--- config.mk ---
export PLATFORM = sky130hd
export DESIGN_NAME = clock_period_meter
export DESIGN_NICKNAME = d
export VERILOG_FILES = /design/src/rtl/clock_period_meter.sv
export SDC_FILE = /design/constraint.sdc
export NUM_CORES = 1
export LEC_CHECK = 0
export ABC_AREA = 1
export BUFFER_PORTS_ARGS = -buffer_cell sky130_fd_sc_hd__buf_2
export CORE_MARGIN = 2
export CORE_UTILIZATION = 40
export CTS_BUF_LIST = sky130_fd_sc_hd__clkbuf_4
export DETAILED_ROUTE_END_ITERATION = 16
export RECOVER_POWER = 100
export SETUP_SLACK_MARGIN = 0.1
export SYNTH_ARGS = -nofsm -noshare
export SYNTH_HDL_FRONTEND = slang
export SYNTH_SLANG_ARGS = --single-unit
--- constraint.sdc ---
create_clock -name clock -period 2.21 [get_ports clock]
set_input_delay 0 -clock clock [delete_from_list [all_inputs] [get_ports clock]]
set_output_delay 0 -clock clock [all_outputs]
set_load 0.03 [all_outputs]
--- src/rtl/clock_period_meter.sv ---
// clock_period_meter
// Samples an asynchronous pulse train and measures each complete rise-to-rise
// cycle in system clocks: high time, low time and their sum. Results leave
// through a valid/ready register stage; results that arrive while an earlier
// one is still unconsumed are counted as dropped.
//
// Ports:
//   clock          system clock, rising edge
//   reset          synchronous, active-high
//   pulse_in       asynchronous input under measurement
//   out_ready      consumer accepts the held result this cycle
//   out_valid      result registers hold an unconsumed measurement
//   high_cycles    cycles the synchronized input was 1
//   low_cycles     cycles the synchronized input was 0
//   period_cycles  high_cycles + low_cycles, one bit wider
//   overflow       measurement ended by counter saturation
//   dropped        measurements lost to a stalled output (saturates at 255)
module clock_period_meter #(
    parameter int unsigned CNT_W       = 16,
    parameter int unsigned SYNC_STAGES = 2
) (
    input  logic             clock,
    input  logic             reset,
    input  logic             pulse_in,
    input  logic             out_ready,
    output logic             out_valid,
    output logic [CNT_W-1:0] high_cycles,
    output logic [CNT_W-1:0] low_cycles,
    output logic [CNT_W:0]   period_cycles,
    output logic             overflow,
    output logic [7:0]       dropped
);

    localparam logic [CNT_W-1:0] CntMax = '1;
    localparam logic [CNT_W-1:0] CntOne = CNT_W'(1);

    typedef enum logic [1:0] {StIdle, StHigh, StLow} state_e;

    logic [SYNC_STAGES-1:0] sync_q;
    logic                   prev_q;
    logic                   s;
    logic                   rise;
    logic                   fall;

    state_e                 state_q;
    logic [CNT_W-1:0]       hcnt_q;
    logic [CNT_W-1:0]       lcnt_q;

    // Completed measurement waiting one cycle before the output stage.
    logic                   pub_q;
    logic [CNT_W-1:0]       pub_high_q;
    logic [CNT_W-1:0]       pub_low_q;
    logic                   pub_ovf_q;

    assign s    = sync_q[SYNC_STAGES-1];
    assign rise = s & ~prev_q;
    assign fall = ~s & prev_q;

    always_ff @(posedge clock) begin
        if (reset) begin
            sync_q <= '0;
            prev_q <= 1'b0;
        end else begin
            sync_q <= {sync_q[SYNC_STAGES-2:0], pulse_in};
            prev_q <= s;
        end
    end

    always_ff @(posedge clock) begin
        if (reset) begin
            state_q    <= StIdle;
            hcnt_q     <= '0;
            lcnt_q     <= '0;
            pub_q      <= 1'b0;
            pub_high_q <= '0;
            pub_low_q  <= '0;
            pub_ovf_q  <= 1'b0;
        end else begin
            pub_q <= 1'b0;
            unique case (state_q)
                StIdle: begin
                    // Anything before the first rise is a partial cycle.
                    if (rise) begin
                        state_q <= StHigh;
                        hcnt_q  <= CntOne;
                        lcnt_q  <= '0;
                    end
                end
                StHigh: begin
                    if (fall) begin
                        state_q <= StLow;
                        lcnt_q  <= CntOne;
                    end else if (hcnt_q == CntMax) begin
                        pub_q      <= 1'b1;
                        pub_high_q <= CntMax;
                        pub_low_q  <= '0;
                        pub_ovf_q  <= 1'b1;
                        state_q    <= StIdle;
                    end else begin
                        hcnt_q <= hcnt_q + CntOne;
                    end
                end
                StLow: begin
                    if (rise) begin
                        // Closing rise also opens the next measurement.
                        pub_q      <= 1'b1;
                        pub_high_q <= hcnt_q;
                        pub_low_q  <= lcnt_q;
                        pub_ovf_q  <= 1'b0;
                        state_q    <= StHigh;
                        hcnt_q     <= CntOne;
                    end else if (lcnt_q == CntMax) begin
                        pub_q      <= 1'b1;
                        pub_high_q <= hcnt_q;
                        pub_low_q  <= CntMax;
                        pub_ovf_q  <= 1'b1;
                        state_q    <= StIdle;
                    end else begin
                        lcnt_q <= lcnt_q + CntOne;
                    end
                end
                default: state_q <= StIdle;
            endcase
        end
    end

    always_ff @(posedge clock) begin
        if (reset) begin
            out_valid     <= 1'b0;
            high_cycles   <= '0;
            low_cycles    <= '0;
            period_cycles <= '0;
            overflow      <= 1'b0;
            dropped       <= '0;
        end else if (pub_q) begin
            if (!out_valid || out_ready) begin
                out_valid     <= 1'b1;
                high_cycles   <= pub_high_q;
                low_cycles    <= pub_low_q;
                period_cycles <= {1'b0, pub_high_q} + {1'b0, pub_low_q};
                overflow      <= pub_ovf_q;
            end else if (dropped != 8'hFF) begin
                dropped <= dropped + 8'd1;
            end
        end else if (out_valid && out_ready) begin
            out_valid <= 1'b0;
        end
    end

endmodule

* Yosys cells after proc, flatten, opt, wreduce, memory -nomap -nowiden
Cells that the tools add are included.
** Word-level totals
- Flip-flop bits (word level) :: 130
- Output and inout port bits :: 59
- Word-level logic and storage cells :: 94
** Cells by class
- Add/subtract/negate cells :: 4
- Equality and inequality tests :: 16
- Muxes and demuxes :: 38
- Bitwise gates (word level) :: 5
- Reduce and logical (&&, ||, !) cells :: 16
** Operators with widths (count)
- $mux 16 :: 15
- $pmux 16 s2 :: 3
- $pmux 16 s3 :: 1
- $add 16x1->16 const B :: 2
- $eq 16x16->1 const B :: 2
- $add 16x16->17 :: 1
- $ne 2x2->1 const B :: 7
- $mux 1 :: 11
- $mux 2 :: 5
- $add 8x1->8 const B :: 1
- $ne 8x8->1 const B :: 1
- $reduce_and 4->1 :: 2
- $ne 3x3->1 const B :: 2
- $pmux 2 s3 :: 1
- $reduce_and 3->1 :: 2
- $reduce_bool 2->1 :: 3
- $reduce_and 5->1 :: 1
- $ne 2x1->1 const B :: 2
- $pmux 1 s2 :: 2
- $reduce_and 2->1 :: 2
- $not 1->1 :: 3
- $reduce_bool 3->1 :: 1
- $and 1x1->1 :: 2
- $eq 2x1->1 const B :: 1
- 6 further kinds :: 6

* Logic depth before layout (Yosys ltp)
- Depth after elaboration :: 4
- Mapped depth :: 13
- Mapped depth without buffers :: 12

* Worst setup path after synthesis
Ideal clock, no wire load.
- Path kind :: register to register
- Start point :: register state_q[0]
- End point :: register lcnt_q[2]
- Data arrival time :: 1.633 ns
- Data required time :: 2.078 ns
- Slack :: 0.445 ns
- Stages on the path, launching flop included :: 13
- Path buffers :: 2
- Period minus slack after synthesis :: 1.765 ns
- Path through :: dfxtp_1 > inv_1 > ha_1 > buf_4 > inv_2 > nand2_1 > o21ai_0 > nor2_2 > nand2_4 > inv_2 > buf_6 > nand3_1 > a21oi_1
** Between the ends
- Word-level cells in the longest chain between the ends :: 3
- Elaborated cells between the ends (all ways) :: 10
- Those cells by class :: eq/ne: 6; mux: 1; reduce/logical: 3
** Ends and longest elaborated chain
- start: declaration :: RTL line 45 : state_e state_q;
- start signal: assignment :: RTL line 71 : state_q <= StIdle;
- start signal: assignment :: RTL line 84 : state_q <= StHigh;
- start signal: assignment :: RTL line 91 : state_q <= StLow;
- $eq 2x2->1 (tied with other cells) :: RTL line 80 : unique case (state_q)
- $ne 2x2->1 (no source line) or $reduce_bool 3->1 (tied branches)
- $reduce_and 5->1 (no source line)
- end signal: assignment :: RTL line 92 : lcnt_q <= CntOne;
- end signal: assignment :: RTL line 119 : lcnt_q <= lcnt_q + CntOne;
- end: declaration :: RTL line 47 : logic [CNT_W-1:0] lcnt_q;
Parallel ways exist; a longest one is shown, timed or not.
A chain may end at the register's enable or synchronous reset.

* Final worst setup path
- Start point :: register state_q[0]
- End point :: register pub_high_q[7]
** Between the ends
- Word-level cells in the longest chain between the ends :: 3
- Elaborated cells between the ends (all ways) :: 8
- Those cells by class :: eq/ne: 5; mux: 1; reduce/logical: 2
** Ends and longest elaborated chain
- $eq 2x2->1 or $eq 2x1->1 (tied branches) :: RTL line 80
- $ne 3x3->1 (no source line) (tied with other cells)
- $reduce_and 4->1 (no source line)
- end signal: assignment :: RTL line 95 : pub_high_q <= CntMax;
- end signal: assignment :: RTL line 107 : pub_high_q <= hcnt_q;
- end signal: assignment :: RTL line 114 : pub_high_q <= hcnt_q;
- end: declaration :: RTL line 51 : logic [CNT_W-1:0] pub_high_q;
Parallel ways exist; a longest one is shown, timed or not.

==> results.yml <==
sta:
  worstMarginPinSlew_ps: 622.7
  rsz0062_at_grt: "false"
  maxClockFrequency_mhz: 491.9
  finalSetupTns_ps: 0
  fin_ws_ps: 177.2
  min_period_over_period_pct: 91.98
  finalSetupViolations: 0
  min_period_ps: 2033
  skew_ps: 23.04
  slew_headroom_pct: 58.44
  slew_viol_final: 0
  report.final.hold_viol_count: 0
  whs_ps: 410.9
synthesis:
  synth_common_cells: "nand2_1, nor2_1, dfxtp_1, inv_1, nand3_1"
  synth_top_cell_by_area: "dfxtp_1"
  async_flop_share_pct: 0
  ys_warn_count: 0
  synthCells: 1106
  yosysUniqueCellTypes: 40
  synth_edf_count: 0
  synth.top_cells.by_area: "dfxtp_1, nand2_1, nor2_1"
  ys_seq_elements: 130
  yosysMostFrequentCell: "nand2_1"
  syn_avg_cell_area_um2: 6.646
  synthFlopType: "dfxtp_1"
  synth_top_area_share_pct: 35.40
  synth_area_mm2: 0.007351
  synth_nets: 1134
  seq_area_frac_synth_pct: 35.40
die:
  initial_core_util_pct: 40.78
  die_y_um: 139.6
  fp.coreArea_mm2: 0.01802
  dieArea_mm2: 0.01948
  rows: 49
  ios: 63
  die_w_um: 139.6
routing:
  final_antenna_net_count: 0
  viasPerCell: 4.807
  drc_errors: 0
  dr.pass1.iters: 5
  drt_iter0_markers: 426
  drt-total-wl_um: 18320
  routedWlPerCell_um: 12.97
  vias: 6787
min_path:
  hp-class: "flip-flop to flip-flop"
  worstHoldStart: "sync_q[0]"
  hold_end: "sync_q[1]"
  whs_path_depth: 2
critical_path:
  crit_top_cell: "buf_4"
  reg2reg_from: "state_q[0]"
  rr_worst_depth: 10
  cp_data_required_time_ps: 2720
  crit_type: "flip-flop to flip-flop"
  startpoint_type: "flip-flop"
  worst_setup_path_end_kind: "flip-flop"
  path_buf_inv: 4
  critPathMaxFanout: 24
  slowest_delay_ps: 410
  reg2reg_slack_ps: 180
  crit_slowest_cell: "dfxtp_1"
  cp_cell_sequence: "inv_1, ha_1, buf_4, nand2_1, nor2_1, nor2_4, buf_4, buf_4, a21oi_2, nor2_2"
  arrival_ps: 2540
  r2r-end: "pub_high_q[7]"
  cp_top_family: "buffers and inverters"
placement:
  numPortBuffers: 62
  dp_cells: 1371
  gp_congestion: 0.8862
  dp_hpwl_um: 13210
  dp_slack_ps: 227.8
  placed_cell_area_mm2: 0.007849
clock_tree:
  cts-root-buf: "clkbuf_4"
  cts_num_sinks: 130
  cts_max_path_buffers: 2
  h-tree-depth: 4
  clkLatencyLatePin_ps: 570
  cts_buffers: 17
  cts_tree: "yes"
  path_clk_slew_ps: 120
finish:
  final_nets: 1197
  final_area_mm2: 0.008058
  final_cells: 1412
  area_growth_pct: 9.617
  layout-drive-gt1-share_pct: 11.34
status:
  status: "completed"
global_routing:
  grt_pass1_wl_um: 30120
  gr-usage-met1_pct: 25.55
  grt.overflow.total: 0
  grt_pass1_vias: 6000
  use_met3_pct: 3.992
  antenna_found_initial: 1
  grt_max_degree: 40
  grt_util_all_layers_pct: 18.90
  grt_use_met2_pct: 30.03
  grt-busiest-layer: "met2"
run:
  maxCapViolations: 0
pwr:
  power_density_mw_per_mm2: 902.9
  peakVddDrop_mv: 0.4334
  leakage_uw: 0.003492
power by group:
group | switching [µW] | leakage [µW] | internal (µW)
clock network | 990 | 0.000121 | 449
logic | 1920 | 0.00232 | 1010
registers | 305 | 0.00105 | 2600
registers in the layout, summed over array words and instances, names as in the netlist, 2 cells and up:
name,count
high_cycles,16
pub_high_q,16
low_cycles,16
lcnt_q,16
dropped,8
state_q,2
pub_low_q,16
sync_q,2
period_cycles,17
hcnt_q,16
worst max path at each step:
stage / from / slack, ps / end / cells past startpoint
2_1_floorplan: state_q[0] / 440 / lcnt_q[2] / 12
3_3_place_gp: lcnt_q[0] / 250 / pub_high_q[0] / 11
3_5_place_dp: lcnt_q[0] / 230 / pub_low_q[14] / 11
4_1_cts: lcnt_q[0] / 210 / pub_low_q[14] / 11
5_1_grt: hcnt_q[0] / 60 / hcnt_q[3] / 8
6_report: state_q[0] / 180 / pub_high_q[7] / 10
logic make-up after synthesis:
family,share of synthesized area [%]
AOI/OAI and AO/OA,11.80
xor gates and xnor gates,1.191
adders and majority gates,4.187
buffers and inverters,10.86
DFF,35.40
and+or+nand+nor,36.56
worst min-delay path, stage by stage (launching register included):
cell and delay [ps]:
dfxtp_1 320, inv_1 40, nor2_1 30
layout by cell type, fill, tap and decap left out, types with 3 or more instances in the layout:
| master | count |
|---|---|
| a31oi_1 | 3 |
| nor2_1 | 200 |
| clkinvlp_4 | 5 |
| o21ai_0 | 72 |
| ha_1 | 23 |
| xor2_1 | 4 |
| clkinv_2 | 4 |
| nand2_1 | 254 |
| nand4_1 | 16 |
| inv_1 | 126 |
| a21oi_1 | 43 |
| clkbuf_2 | 3 |
| xnor2_1 | 6 |
| nor2_4 | 3 |
| o21bai_1 | 7 |
| nor2_2 | 22 |
| a21oi_2 | 20 |
| o211ai_1 | 3 |
| nand3b_1 | 4 |
| dlygate4sd3_1 | 5 |
| nand3_1 | 80 |
| clkbuf_4 | 18 |
| inv_6 | 4 |
| nor3_1 | 8 |
| clkbuf_1 | 60 |
| buf_4 | 17 |
| inv_2 | 5 |
| nand3_2 | 11 |
| dfxtp_1 | 128 |
| nand2_2 | 6 |
| buf_12 | 3 |
metrics by stage:
| stage | util (%) | total power [µW] |
|---|---|---|
| final | 44.70 | 7276 |
| after global routing | 44.70 | 7853 |
| after CTS | 45.14 | 7312 |
| after detailed placement | 43.54 | 5851 |
| after global placement | 43.54 | 5827 |
| after floorplan | - | 5316 |
metal layers:
| layer | wire length [µm] | up-vias |
|---|---|---|
| li1 | - | 3639 |
| met1 | 9065 | 2982 |
| met2 | 8116 | 133 |
| met3 | 704 | 33 |
| met4 | 430 | 0 |
| met5 | 0 | - |
cell type report:
| type | instances | area [µm²] |
|---|---|---|
| antenna | 1 | 2.502 |
| clock buffer | 17 | 127.6 |
| clock inverter | 15 | 110.1 |
| inverter | 131 | 491.7 |
| fill | 1943 | 9967 |
| sequential | 130 | 2605 |
| tap | 229 | 286.5 |
| multi-input combinational | 798 | 3939 |
| timing repair buffer | 91 | 495.5 |
repair_timing:
item | 4_1_cts | 5_1_grt
resized for setup | 0 | 5
setup endpoints to repair | 0 | 36
hold endpoints to repair | 34 | 0
hold buffers | 5 | 0
buffers inserted | 0 | 2
No activity file was read; power rests on OpenSTA's default activity.
